--- src/rtl/fft_pkg.sv ---
// Shared constants for the MultimodeFFT datapath: default sample width and
// two's-complement saturation limits expressed as functions of the width.
package fft_pkg;

    localparam int DEFAULT_WIDTH = 16;

    // Largest positive value of a w-bit signed number, zero-extended to 64 bits.
    function automatic logic [63:0] max_pos(input int unsigned w);
        return (64'd1 << (w - 1)) - 64'd1;
    endfunction

    // Most negative value of a w-bit signed number, sign-extended to 64 bits.
    function automatic logic [63:0] min_neg(input int unsigned w);
        return ~64'd0 << (w - 1);
    endfunction

endpackage

--- src/rtl/sat_add.sv ---
// Single-component signed adder with overflow detect. Define
// COMPLEX_ADDER_SAT_EN to clamp on overflow; otherwise the result wraps.
module sat_add
    import fft_pkg::*;
#(
    parameter int WIDTH = DEFAULT_WIDTH
) (
    input  logic [WIDTH-1:0] a,
    input  logic [WIDTH-1:0] b,
    output logic [WIDTH-1:0] result,
    output logic             ovf
);

    logic [WIDTH:0] s;

`ifdef COMPLEX_ADDER_SAT_EN
    localparam logic [WIDTH-1:0] MAX_POS = WIDTH'(max_pos(WIDTH));
    localparam logic [WIDTH-1:0] MIN_NEG = WIDTH'(min_neg(WIDTH));
`endif

    always_comb begin
        s   = {a[WIDTH-1], a} + {b[WIDTH-1], b};
        ovf = s[WIDTH] ^ s[WIDTH-1];
`ifdef COMPLEX_ADDER_SAT_EN
        // s[WIDTH] is the true sign of the sum, so it picks the clamp direction.
        if (ovf) begin
            result = s[WIDTH] ? MIN_NEG : MAX_POS;
        end else begin
            result = s[WIDTH-1:0];
        end
`else
        result = s[WIDTH-1:0];
`endif
    end

endmodule

--- src/rtl/fft_complex_adder.sv ---
// Registered complex adder for the butterfly stage. Saturating vs. wrapping
// behaviour is chosen at compile time with COMPLEX_ADDER_SAT_EN.
module fft_complex_adder
    import fft_pkg::*;
#(
    parameter int WIDTH = DEFAULT_WIDTH
) (
    input  logic             clk,
    input  logic             rst_n,
    input  logic             in_valid,
    input  logic [WIDTH-1:0] a_real,
    input  logic [WIDTH-1:0] a_imag,
    input  logic [WIDTH-1:0] b_real,
    input  logic [WIDTH-1:0] b_imag,
    output logic             out_valid,
    output logic [WIDTH-1:0] sum_real,
    output logic [WIDTH-1:0] sum_imag,
    output logic             overflow
);

    // Handshake: in_valid qualifies the operands at a rising edge and there is
    // no back-pressure, so every valid sample is accepted; out_valid marks the
    // registered result of that sample for the following cycle only.

    logic [WIDTH-1:0] real_res;
    logic [WIDTH-1:0] imag_res;
    logic             real_ovf;
    logic             imag_ovf;

    sat_add #(.WIDTH(WIDTH)) u_real (
        .a      (a_real),
        .b      (b_real),
        .result (real_res),
        .ovf    (real_ovf)
    );

    sat_add #(.WIDTH(WIDTH)) u_imag (
        .a      (a_imag),
        .b      (b_imag),
        .result (imag_res),
        .ovf    (imag_ovf)
    );

    always_ff @(posedge clk or negedge rst_n) begin
        if (!rst_n) begin
            out_valid <= 1'b0;
            sum_real  <= '0;
            sum_imag  <= '0;
            overflow  <= 1'b0;
        end else begin
            out_valid <= in_valid;
            // Result registers hold their last value across idle cycles.
            if (in_valid) begin
                sum_real <= real_res;
                sum_imag <= imag_res;
                overflow <= real_ovf | imag_ovf;
            end
        end
    end

endmodule

--- config.mk ---
export PLATFORM = sky130hd
export DESIGN_NAME = fft_complex_adder
export DESIGN_NICKNAME = d
export VERILOG_FILES = /design/src/rtl/fft_pkg.sv /design/src/rtl/sat_add.sv /design/src/rtl/fft_complex_adder.sv
export SDC_FILE = /design/constraint.sdc
export NUM_CORES = 1
export LEC_CHECK = 0
export CAP_MARGIN = 40
export CORE_AREA = 2 2 72 88
export DETAILED_ROUTE_END_ITERATION = 8
export DIE_AREA = 0 0 74 90
export PLACE_DENSITY_LB_ADDON = 0.1
export SLEW_MARGIN = 20
export SYNTH_ARGS = -nofsm -noshare
export SYNTH_HDL_FRONTEND = slang
export SYNTH_SLANG_ARGS = --single-unit
--- constraint.sdc ---
create_clock -name clk -period 1.4 [get_ports clk]
set_clock_uncertainty 0.2 [all_clocks]
set_input_delay 0.42 -clock clk [delete_from_list [all_inputs] [get_ports clk]]
set_output_delay 0.42 -clock clk [all_outputs]
set_load 0.05 [all_outputs]
==> results of run 1 <==
logic make-up after synthesis:
group	share of synthesized area (%)
adder cells (fa/ha/maj)	16.0
flip-flops	31.0
buffers and inverters	1.82
XOR/XNOR	7.33
AO/OA/AOI/OAI	23.5
multiplexers	9.43
AND/OR/NAND/NOR	10.9
per-stage QoR:
step                util (%)  setup TNS (ns)
detailed placement      87.7          -40.17
global placement        87.7          -38.81
floorplan                  -          -18.02
==> metrics.txt, run 1 <==
# TYPE chip_impl_metric gauge
chip_impl_info{name="clock_root_buffer",value="sky130_fd_sc_hd__clkbuf_8"} 1
chip_impl_info{name="main_flop_type_after_synthesis",value="sky130_fd_sc_hd__dfrtp_1"} 1
chip_impl_metric{name="dp_worst_setup_slack",unit="ns"} -1.84
chip_impl_metric{name="globalplace.congestion",unit=""} 0.899
chip_impl_metric{name="ys_ff_latch",unit=""} 34
chip_impl_metric{name="cts.htree.levels",unit=""} 2
chip_impl_info{name="error",value="[ERROR DPL-0038] Utilization greater than 100%, impossible to legalize"} 1
chip_impl_metric{name="die_h",unit="um"} 90
chip_impl_metric{name="synth_cells",unit=""} 287
chip_impl_metric{name="synth_sequential_area_ratio",unit="%"} 31.0
chip_impl_metric{name="placedCellCount",unit=""} 545
chip_impl_info{name="synth_top_cell_by_area",value="sky130_fd_sc_hd__dfrtp_1"} 1
chip_impl_metric{name="cts.path.max_buffers",unit=""} 2
chip_impl_metric{name="numClockSinks",unit=""} 34
chip_impl_metric{name="cts_made_buffers",unit=""} 5
chip_impl_metric{name="count_of_buffers_added_by_post_cts_timing_repair_for_setup",unit=""} 40
chip_impl_metric{name="die-width",unit="um"} 74
chip_impl_info{name="flow.stopped_at",value="clock tree synthesis"} 1
chip_impl_metric{name="synth_area_per_cell",unit="sq um"} 9.57
chip_impl_metric{name="numPortBuffers",unit=""} 100
chip_impl_metric{name="syn-cell-area",unit="sq mm"} 0.00275
chip_impl_info{name="synth_commonest_cells",value="sky130_fd_sc_hd__dfrtp_1, sky130_fd_sc_hd__ha_1, sky130_fd_sc_hd__a21oi_1"} 1
chip_impl_metric{name="async_flop_share",unit="%"} 100
chip_impl_metric{name="postSynthNetCount",unit=""} 388
chip_impl_metric{name="yosys_warnings",unit=""} 0
chip_impl_info{name="status",value="aborted with a tool error"} 1
chip_impl_metric{name="synth_top_area_share",unit="%"} 31.0
chip_impl_info{name="synth.most_common_cell",value="sky130_fd_sc_hd__dfrtp_1"} 1
chip_impl_metric{name="floorplan.initialDensity",unit="%"} 46.9
chip_impl_metric{name="post_cts_resize_count",unit=""} 211
chip_impl_metric{name="synth_enable_flop_cells",unit=""} 0
chip_impl_metric{name="synth_cell_type_count",unit=""} 48
chip_impl_metric{name="cts-hold-fix-buffers",unit=""} 1
chip_impl_metric{name="num_rows",unit=""} 31
chip_impl_info{name="yosys-top-cells-area",value="sky130_fd_sc_hd__dfrtp_1, sky130_fd_sc_hd__ha_1, sky130_fd_sc_hd__mux2_2"} 1
chip_impl_metric{name="ios",unit=""} 101
chip_impl_metric{name="area_post_placement",unit="sq mm"} 0.00514
chip_impl_metric{name="dp_hpwl",unit="um"} 7800
==> inputs of run 2 (changes only) <==
Settings changed: CORE_AREA 2 2 72 88 to 2 2 86 88, DIE_AREA 0 0 74 90 to 0 0 88 90, PLACE_DENSITY_LB_ADDON 0.1 to 0.15.
==> run 2 against run 1 <==
Net effect: the flow now finishes, with violations (negative setup slack); synthesized cell count unchanged; area after synthesis unchanged.
==> metrics.txt, run 2 <==
# TYPE chip_impl_metric gauge
chip_impl_metric{name="power.net_switching",unit="mW"} 2.54
chip_impl_info{name="yosys-top-cells-area",value="sky130_fd_sc_hd__dfrtp_1, sky130_fd_sc_hd__ha_1, sky130_fd_sc_hd__mux2_2"} 1
chip_impl_info{name="synth_top_cell_by_area",value="sky130_fd_sc_hd__dfrtp_1"} 1
chip_impl_metric{name="dp_worst_setup_slack",unit="ns"} -1.82
chip_impl_metric{name="pwr-share-clk",unit="%"} 12.4
chip_impl_metric{name="numPortBuffers",unit=""} 100
chip_impl_metric{name="power_leakage",unit="nW"} 2.71
chip_impl_metric{name="cts_made_buffers",unit=""} 5
chip_impl_metric{name="global_route.usage.total",unit="%"} 24.4
chip_impl_metric{name="ys_ff_latch",unit=""} 34
chip_impl_metric{name="area_growth_syn_to_layout",unit="%"} 121
chip_impl_metric{name="fin_nets",unit=""} 610
chip_impl_info{name="main_flop_type_after_synthesis",value="sky130_fd_sc_hd__dfrtp_1"} 1
chip_impl_metric{name="synth_cells",unit=""} 287
chip_impl_metric{name="worst_ep_arrival_time",unit="ns"} 2.64
chip_impl_metric{name="grt.overflow.total",unit=""} 0
chip_impl_metric{name="totalPowerFinal",unit="mW"} 6.30
chip_impl_metric{name="power.sequential.fraction",unit="%"} 23.1
chip_impl_metric{name="globalplace.congestion",unit=""} 0.907
chip_impl_info{name="criticalPathCategory",value="in -> reg"} 1
chip_impl_metric{name="share_comb_of_total_power",unit="%"} 64.5
chip_impl_metric{name="yosys_warnings",unit=""} 0
chip_impl_metric{name="tightestPinTransition",unit="ns"} 0.568
chip_impl_metric{name="setup_viol_count_final",unit=""} 63
chip_impl_metric{name="layout_cells_sized_above_1",unit="%"} 61.8
chip_impl_metric{name="ant_nets",unit=""} 0
chip_impl_info{name="status",value="finished, violations left"} 1
chip_impl_metric{name="p_sw_share",unit="%"} 40.4
chip_impl_metric{name="numClockSinks",unit=""} 34
chip_impl_metric{name="cts.path.max_buffers",unit=""} 2
chip_impl_metric{name="cts.htree.levels",unit=""} 2
chip_impl_info{name="hold_class",value="in -> reg"} 1
chip_impl_info{name="rsz0062_at_grt",value="yes"} 1
chip_impl_metric{name="synth_top_area_share",unit="%"} 31.0
chip_impl_metric{name="syn-cell-area",unit="sq mm"} 0.00275
chip_impl_metric{name="routed_via_density",unit=""} 5.46
chip_impl_metric{name="grt_first_pass_wirelength",unit="um"} 15500
chip_impl_metric{name="die-width",unit="um"} 88
chip_impl_metric{name="postSynthNetCount",unit=""} 388
chip_impl_info{name="synth_commonest_cells",value="sky130_fd_sc_hd__dfrtp_1, sky130_fd_sc_hd__ha_1, sky130_fd_sc_hd__a21oi_1"} 1
chip_impl_info{name="violations",value="negative setup slack"} 1
chip_impl_info{name="path_cells",value="buf_6 -> ha_4 -> fa_2 -> a21o_1 -> a221o_1 -> buf_4 -> a21oi_4 -> o211ai_1 -> a31oi_2 -> xnor2_1 -> mux2_2"} 1
chip_impl_metric{name="maxCapViolCount",unit=""} 0
chip_impl_metric{name="minimum_setup_slack_in_the_final_design",unit="ns"} -1.28
chip_impl_metric{name="required",unit="ns"} 1.37
chip_impl_metric{name="synth_sequential_area_ratio",unit="%"} 31.0
chip_impl_metric{name="wl_per_cell",unit="um"} 19.0
chip_impl_metric{name="synth_cell_type_count",unit=""} 48
chip_impl_info{name="timing.critical_path.slowest_stage_cell",value="sky130_fd_sc_hd__fa_2"} 1
chip_impl_metric{name="clock_latency",unit="ns"} 0.28
chip_impl_metric{name="cellInternalPower",unit="mW"} 3.75
chip_impl_info{name="largestRegisters",value="sum_imag: 16 flops, sum_real: 16 flops"} 1
chip_impl_metric{name="timing.final.hold_violations",unit=""} 0
chip_impl_metric{name="initialDrtViolationCount",unit=""} 175
chip_impl_metric{name="async_flop_share",unit="%"} 100
chip_impl_metric{name="vdd.ir_drop.worst",unit="uV"} 626
chip_impl_metric{name="fp.coreArea",unit="sq mm"} 0.00702
chip_impl_metric{name="floorplan.die_area",unit="sq mm"} 0.00792
chip_impl_metric{name="via_count_of_the_first_global_routing_pass",unit=""} 3371
chip_impl_metric{name="largest_net_degree_at_the_start_of_global_routing",unit=""} 35
chip_impl_metric{name="register_to_register_setup_slack",unit="ns"} 0.10
chip_impl_metric{name="postRouteWirelength",unit="um"} 11600
chip_impl_metric{name="area_post_placement",unit="sq mm"} 0.00507
chip_impl_info{name="clock_root_buffer",value="sky130_fd_sc_hd__clkbuf_8"} 1
chip_impl_info{name="final_cell_mix",value="sky130_fd_sc_hd__buf_4, sky130_fd_sc_hd__buf_12, sky130_fd_sc_hd__buf_6, sky130_fd_sc_hd__dfrtp_1, sky130_fd_sc_hd__ha_4"} 1
chip_impl_metric{name="drtPass1Iterations",unit=""} 4
chip_impl_info{name="final_common_cell",value="sky130_fd_sc_hd__buf_4"} 1
chip_impl_metric{name="num_antenna_cells",unit=""} 0
chip_impl_metric{name="peak_fanout_along_the_critical_path",unit=""} 3
chip_impl_metric{name="ios",unit=""} 101
chip_impl_metric{name="stdcell_area",unit="sq mm"} 0.00607
chip_impl_metric{name="routed-via-count",unit=""} 3326
chip_impl_metric{name="dp_hpwl",unit="um"} 6490
chip_impl_metric{name="max_freq",unit="MHz"} 374
chip_impl_metric{name="period_share",unit="%"} 191
chip_impl_metric{name="timing_max_transition_violations_final",unit=""} 0
chip_impl_metric{name="drc",unit=""} 0
chip_impl_metric{name="slew-limit-headroom",unit="%"} 62.0
chip_impl_metric{name="synth_enable_flop_cells",unit=""} 0
chip_impl_metric{name="synth_area_per_cell",unit="sq um"} 9.57
chip_impl_info{name="cts_tree",value="yes"} 1
chip_impl_metric{name="die_h",unit="um"} 90
chip_impl_metric{name="floorplan.initialDensity",unit="%"} 39.1
chip_impl_metric{name="number_of_antenna_violations_at_the_first_check_in_global_routing",unit=""} 0
chip_impl_info{name="timing.critical_path.to_type",value="flip-flop"} 1
chip_impl_info{name="timing.critical_path.from_type",value="input pin"} 1
chip_impl_metric{name="num_rows",unit=""} 31
chip_impl_metric{name="finalCriticalPeriod",unit="ns"} 2.68
chip_impl_info{name="synth.most_common_cell",value="sky130_fd_sc_hd__dfrtp_1"} 1
chip_impl_metric{name="power_density",unit="mW/mm^2"} 1040
chip_impl_metric{name="worst_path_largest_cell_delay",unit="ns"} 0.37
chip_impl_metric{name="clkSlewWorstSetupHoldPaths",unit="ns"} 0.07
[run 2: final timing paths]
check | to | cells past startpoint | startpoint
worst max-delay path | sum_real[12]$_DFFE_PN0P_ | 11 | b_real[0]
worst min-delay path | sum_real[0]$_DFFE_PN0P_ | 3 | a_real[0]
worst max register to register | sum_imag[8]$_DFFE_PN0P_ | 3 | sum_imag[8]$_DFFE_PN0P_
worst min register to register | sum_real[3]$_DFFE_PN0P_ | 1 | sum_real[3]$_DFFE_PN0P_
max in group asynchronous | sum_real[9]$_DFFE_PN0P_ | 3 | rst_n
min in group asynchronous | sum_real[0]$_DFFE_PN0P_ | 3 | rst_n
[run 2: cells by family (layout without fill, tap and decap cells)]
group | count (synthesis) | in the layout | share of synthesized area, %
adders and majority gates | 34 | 34 | 16.0
and+or+nand+nor | 61 | 61 | 10.9
DFF | 34 | 34 | 31.0
muxes | 23 | 23 | 9.43
AOI/OAI and AO/OA | 99 | 99 | 23.5
buffers and inverters | 13 | 236 | 1.82
xor gates and xnor gates | 23 | 23 | 7.33
[run 2: stage by stage]
stage | hold WS, ns | util (%) | cells | TNS [ns]
after floorplan | -0.0756 | - | 287 | -18.02
after global placement | 0.200 | 72.3 | 554 | -39.04
after detailed placement | 0.201 | 72.3 | 554 | -39.76
after CTS | 0.271 | 81.8 | 589 | -21.76
after global routing | 0.274 | 86.5 | 609 | -25.22
final | 0.278 | 86.5 | 609 | -22.86
[run 2: layout make-up]
cell class | instances | area, sq um
Multi-Input combinational cell | 240 | 2690
Timing Repair Buffer | 221 | 2290
Fill cell | 329 | 946
Sequential cell | 34 | 851
Tap cell | 99 | 124
Clock buffer | 7 | 86.3
Inverter | 7 | 26.3
Clock inverter | 1 | 5.00
[run 2: per-layer routing]
layer  vias up  part of all wire [%]  global-route usage (%)  wire length [um]
li1       1525                     -                       -                 -
met1      1633                    37                    28.5              4310
met2       126                    54                    44.1              6300
met3        42                   4.4                    3.76               504
met4         0                   4.0                    8.59               459
met5         -                     0                       0                 0
[run 2: critical path, delay by kind of cell]
family / cells / cell delay [ns]
AOI/OAI and AO/OA: 5 / 1.07
adders and majority gates: 2 / 0.53
buffers and inverters: 2 / 0.27
muxes: 1 / 0.26
xor gates and xnor gates: 1 / 0.08
[run 2: what timing repair did]
item	4_1_cts	5_1_grt
resized for setup	176	86
endpoints found under the hold margin	34	0
hold buffers	1	0
setup buffers	28	24
cloned	0	0
setup endpoints to repair	67	64
pin swaps	64	55
[run 2: power by group through the flow]
stage	combinational [mW]	sequential, mW	clock, mW
2_1_floorplan	0.942	2.11	0
3_3_place_gp	3.26	1.46	0
3_5_place_dp	3.31	1.46	0
4_1_cts	3.67	1.45	0.800
5_1_grt	4.23	1.48	0.840
6_report	4.06	1.46	0.780
No activity file was read; power rests on OpenSTA's default activity.
==> inputs of run 3 (changes only) <==
Settings changed: CORE_AREA 2 2 86 88 to 2 2 82 84, DIE_AREA 0 0 88 90 to 0 0 84 86.
==> run 3 against run 2 <==
Net effect: the run still ends with negative setup slack left; first-iteration DRC count grew 81%; register-to-register slack gained 0.03 ns; global-route usage grew 9.2 points; die area shrank 8.8%; final cell count shrank 5.3%; cell area shrank 2.5%; fmax grew 2.1%; non-clock buffer count shrank 10; total power grew 4.0%; largest cell class unchanged; highest routed layer unchanged.
==> metrics.txt, run 3 (synthesized netlist as in run 2, its figures left out) <==
# TYPE chip_impl_metric gauge
chip_impl_metric{name="ios",unit=""} 101
chip_impl_metric{name="area_post_placement",unit="sq mm"} 0.00506
chip_impl_metric{name="setup_viol_count_final",unit=""} 64
chip_impl_metric{name="clkSlewWorstSetupHoldPaths",unit="ns"} 0.08
chip_impl_info{name="clock_root_buffer",value="sky130_fd_sc_hd__clkbuf_8"} 1
chip_impl_metric{name="placedCellCount",unit=""} 534
chip_impl_metric{name="floorplan.die_area",unit="sq mm"} 0.00722
chip_impl_metric{name="finalCriticalPeriod",unit="ns"} 2.62
chip_impl_info{name="largestRegisters",value="sum_imag: 16 flops, sum_real: 16 flops"} 1
chip_impl_metric{name="period_share",unit="%"} 187
chip_impl_metric{name="routed-via-count",unit=""} 3910
chip_impl_metric{name="p_sw_share",unit="%"} 43.4
chip_impl_metric{name="globalplace.congestion",unit=""} 0.873
chip_impl_info{name="criticalPathCategory",value="in -> reg"} 1
chip_impl_metric{name="grt.overflow.total",unit=""} 0
chip_impl_metric{name="fp.coreArea",unit="sq mm"} 0.00628
chip_impl_metric{name="largest_net_degree_at_the_start_of_global_routing",unit=""} 35
chip_impl_metric{name="layout_cells_sized_above_1",unit="%"} 58.2
chip_impl_metric{name="floorplan.initialDensity",unit="%"} 43.8
chip_impl_metric{name="vdd.ir_drop.worst",unit="uV"} 1050
chip_impl_metric{name="timing_max_transition_violations_final",unit=""} 0
chip_impl_metric{name="fillerInstances",unit=""} 178
chip_impl_metric{name="slew-limit-headroom",unit="%"} 61.9
chip_impl_info{name="violations",value="negative setup slack"} 1
chip_impl_metric{name="drtPass1Iterations",unit=""} 6
chip_impl_metric{name="setup-tns-final",unit="ns"} -26.89
chip_impl_info{name="final_cell_mix",value="sky130_fd_sc_hd__buf_4, sky130_fd_sc_hd__buf_12, sky130_fd_sc_hd__dlygate4sd2_1"} 1
chip_impl_info{name="cts_tree",value="yes"} 1
chip_impl_metric{name="power_density",unit="mW/mm^2"} 1100
chip_impl_info{name="timing.critical_path.from_type",value="input pin"} 1
chip_impl_metric{name="postRouteWirelength",unit="um"} 16600
chip_impl_info{name="path_cells",value="buf_6 -> ha_4 -> fa_2 -> a21o_1 -> a221o_1 -> a31o_1 -> a22o_1 -> o31a_1 -> xnor2_1 -> a31oi_1"} 1
chip_impl_metric{name="post_layout_nonfiller_instances",unit=""} 577
chip_impl_metric{name="wl_per_cell",unit="um"} 28.7
chip_impl_info{name="final_common_cell",value="sky130_fd_sc_hd__buf_4"} 1
chip_impl_metric{name="timing.final.hold_violations",unit=""} 0
chip_impl_metric{name="tightestPinTransition",unit="ns"} 0.567
chip_impl_metric{name="dp_hpwl",unit="um"} 7230
chip_impl_metric{name="power.net_switching",unit="mW"} 2.84
chip_impl_metric{name="num_antenna_cells",unit=""} 0
chip_impl_metric{name="cellInternalPower",unit="mW"} 3.70
chip_impl_metric{name="area_growth_syn_to_layout",unit="%"} 116
chip_impl_metric{name="cts.htree.levels",unit=""} 2
chip_impl_metric{name="global_route.usage.total",unit="%"} 33.6
chip_impl_metric{name="clock_latency",unit="ns"} 0.30
chip_impl_metric{name="numPortBuffers",unit=""} 100
chip_impl_metric{name="die-width",unit="um"} 84
chip_impl_metric{name="buf_inv_stages_crit_path",unit=""} 1
chip_impl_metric{name="fin_nets",unit=""} 600
chip_impl_info{name="timing.critical_path.slowest_stage_cell",value="sky130_fd_sc_hd__a221o_1"} 1
chip_impl_metric{name="cts.path.max_buffers",unit=""} 2
chip_impl_info{name="timing.critical_path.to_type",value="flip-flop"} 1
chip_impl_metric{name="cts_made_buffers",unit=""} 5
chip_impl_metric{name="ant_nets",unit=""} 0
chip_impl_metric{name="required",unit="ns"} 1.42
chip_impl_metric{name="totalPowerFinal",unit="mW"} 6.54
chip_impl_info{name="hold_class",value="in -> reg"} 1
chip_impl_metric{name="max_freq",unit="MHz"} 381
chip_impl_metric{name="minimum_setup_slack_in_the_final_design",unit="ns"} -1.22
chip_impl_metric{name="maxCapViolCount",unit=""} 0
chip_impl_metric{name="peak_fanout_along_the_critical_path",unit=""} 3
chip_impl_metric{name="die_h",unit="um"} 86
chip_impl_metric{name="numClockSinks",unit=""} 34
chip_impl_metric{name="grt_first_pass_wirelength",unit="um"} 19000
chip_impl_info{name="status",value="finished, violations left"} 1
chip_impl_metric{name="stdcell_area",unit="sq mm"} 0.00593
chip_impl_info{name="rsz0062_at_grt",value="yes"} 1
chip_impl_metric{name="final_core_util",unit="%"} 94.4
chip_impl_metric{name="num_rows",unit=""} 29
chip_impl_metric{name="worst_path_largest_cell_delay",unit="ns"} 0.39
chip_impl_metric{name="pwr-share-clk",unit="%"} 13.0
chip_impl_metric{name="share_comb_of_total_power",unit="%"} 64.3
chip_impl_metric{name="number_of_antenna_violations_at_the_first_check_in_global_routing",unit=""} 0
chip_impl_metric{name="worst_ep_arrival_time",unit="ns"} 2.64
chip_impl_metric{name="initialDrtViolationCount",unit=""} 317
chip_impl_metric{name="via_count_of_the_first_global_routing_pass",unit=""} 3772
chip_impl_metric{name="routed_via_density",unit=""} 6.78
chip_impl_metric{name="drc",unit=""} 0
chip_impl_metric{name="power_leakage",unit="nW"} 2.63
chip_impl_info{name="cp_top_delay_family",value="compound AO/OA/AOI/OAI gates"} 1
chip_impl_metric{name="power.sequential.fraction",unit="%"} 22.7
==> run 3: through the flow <==
step                      hold slack (ns)  worst slack, ns
after floorplan                   -0.0756            -1.21
after global placement              0.198            -1.78
after detailed placement            0.199            -1.82
after CTS                           0.255            -1.20
after global routing                0.269            -1.23
final                               0.268            -1.22
==> run 3: repair_timing <==
item | 4_1_cts | 5_1_grt
endpoints found under the hold margin | 34 | 0
resized for setup | 160 | 49
hold buffers | 1 | 0
pin swaps | 68 | 42
buffers inserted | 21 | 17
setup endpoints to repair | 67 | 63
==> run 3: layout make-up <==
cell class                 count  area, sq um  area share (%)
clock inverter                 1         5.00          0.0845
tap                           77         96.3            1.63
multi-input combinational    240         2690            45.4
sequential                    34          852            14.4
inverter                       7         26.3           0.443
timing repair buffer         211         2170            36.6
clock buffer                   7         86.3            1.46
==> run 3: power by group through the flow <==
| stage | logic, mW | registers [mW] | clock network (mW) |
|---|---|---|---|
| 5_1_grt | 4.31 | 1.50 | 0.890 |
| 2_1_floorplan | 0.942 | 2.11 | 0 |
| 4_1_cts | 3.63 | 1.45 | 0.806 |
| 3_3_place_gp | 3.27 | 1.46 | 0 |
| 3_5_place_dp | 3.34 | 1.47 | 0 |
| 6_report | 4.21 | 1.49 | 0.849 |
==> run 3: worst min-delay path: stages <==
cell,delay (ns)
sky130_fd_sc_hd__buf_6,0.07
sky130_fd_sc_hd__ha_4,0.11
sky130_fd_sc_hd__mux2_2,0.14
==> run 3: final timing paths <==
| kind | cells after the start | slack (ns) | from | end |
|---|---|---|---|---|
| min in group asynchronous | 3 | 0.45 | rst_n | sum_real[0]$_DFFE_PN0P_ |
| worst min-delay path | 3 | 0.27 | a_real[0] | sum_real[0]$_DFFE_PN0P_ |
| worst max-delay path | 10 | -1.22 | b_real[0] | overflow$_DFFE_PN0P_ |
| worst max register to register | 3 | 0.13 | sum_imag[14]$_DFFE_PN0P_ | sum_imag[14]$_DFFE_PN0P_ |
| worst min register to register | 1 | 0.39 | sum_real[9]$_DFFE_PN0P_ | sum_real[9]$_DFFE_PN0P_ |
| max in group asynchronous | 3 | 0.35 | rst_n | sum_real[14]$_DFFE_PN0P_ |
==> run 3: per-layer routing <==
| layer | share of wire, % | up-vias | GRT usage [%] |
|---|---|---|---|
| met3 | 9.3 | 166 | 5.68 |
| li1 | - | 1510 | - |
| met1 | 32 | 1869 | 34.2 |
| met5 | 0 | - | 0 |
| met4 | 11 | 0 | 20.4 |
| met2 | 48 | 365 | 63.9 |
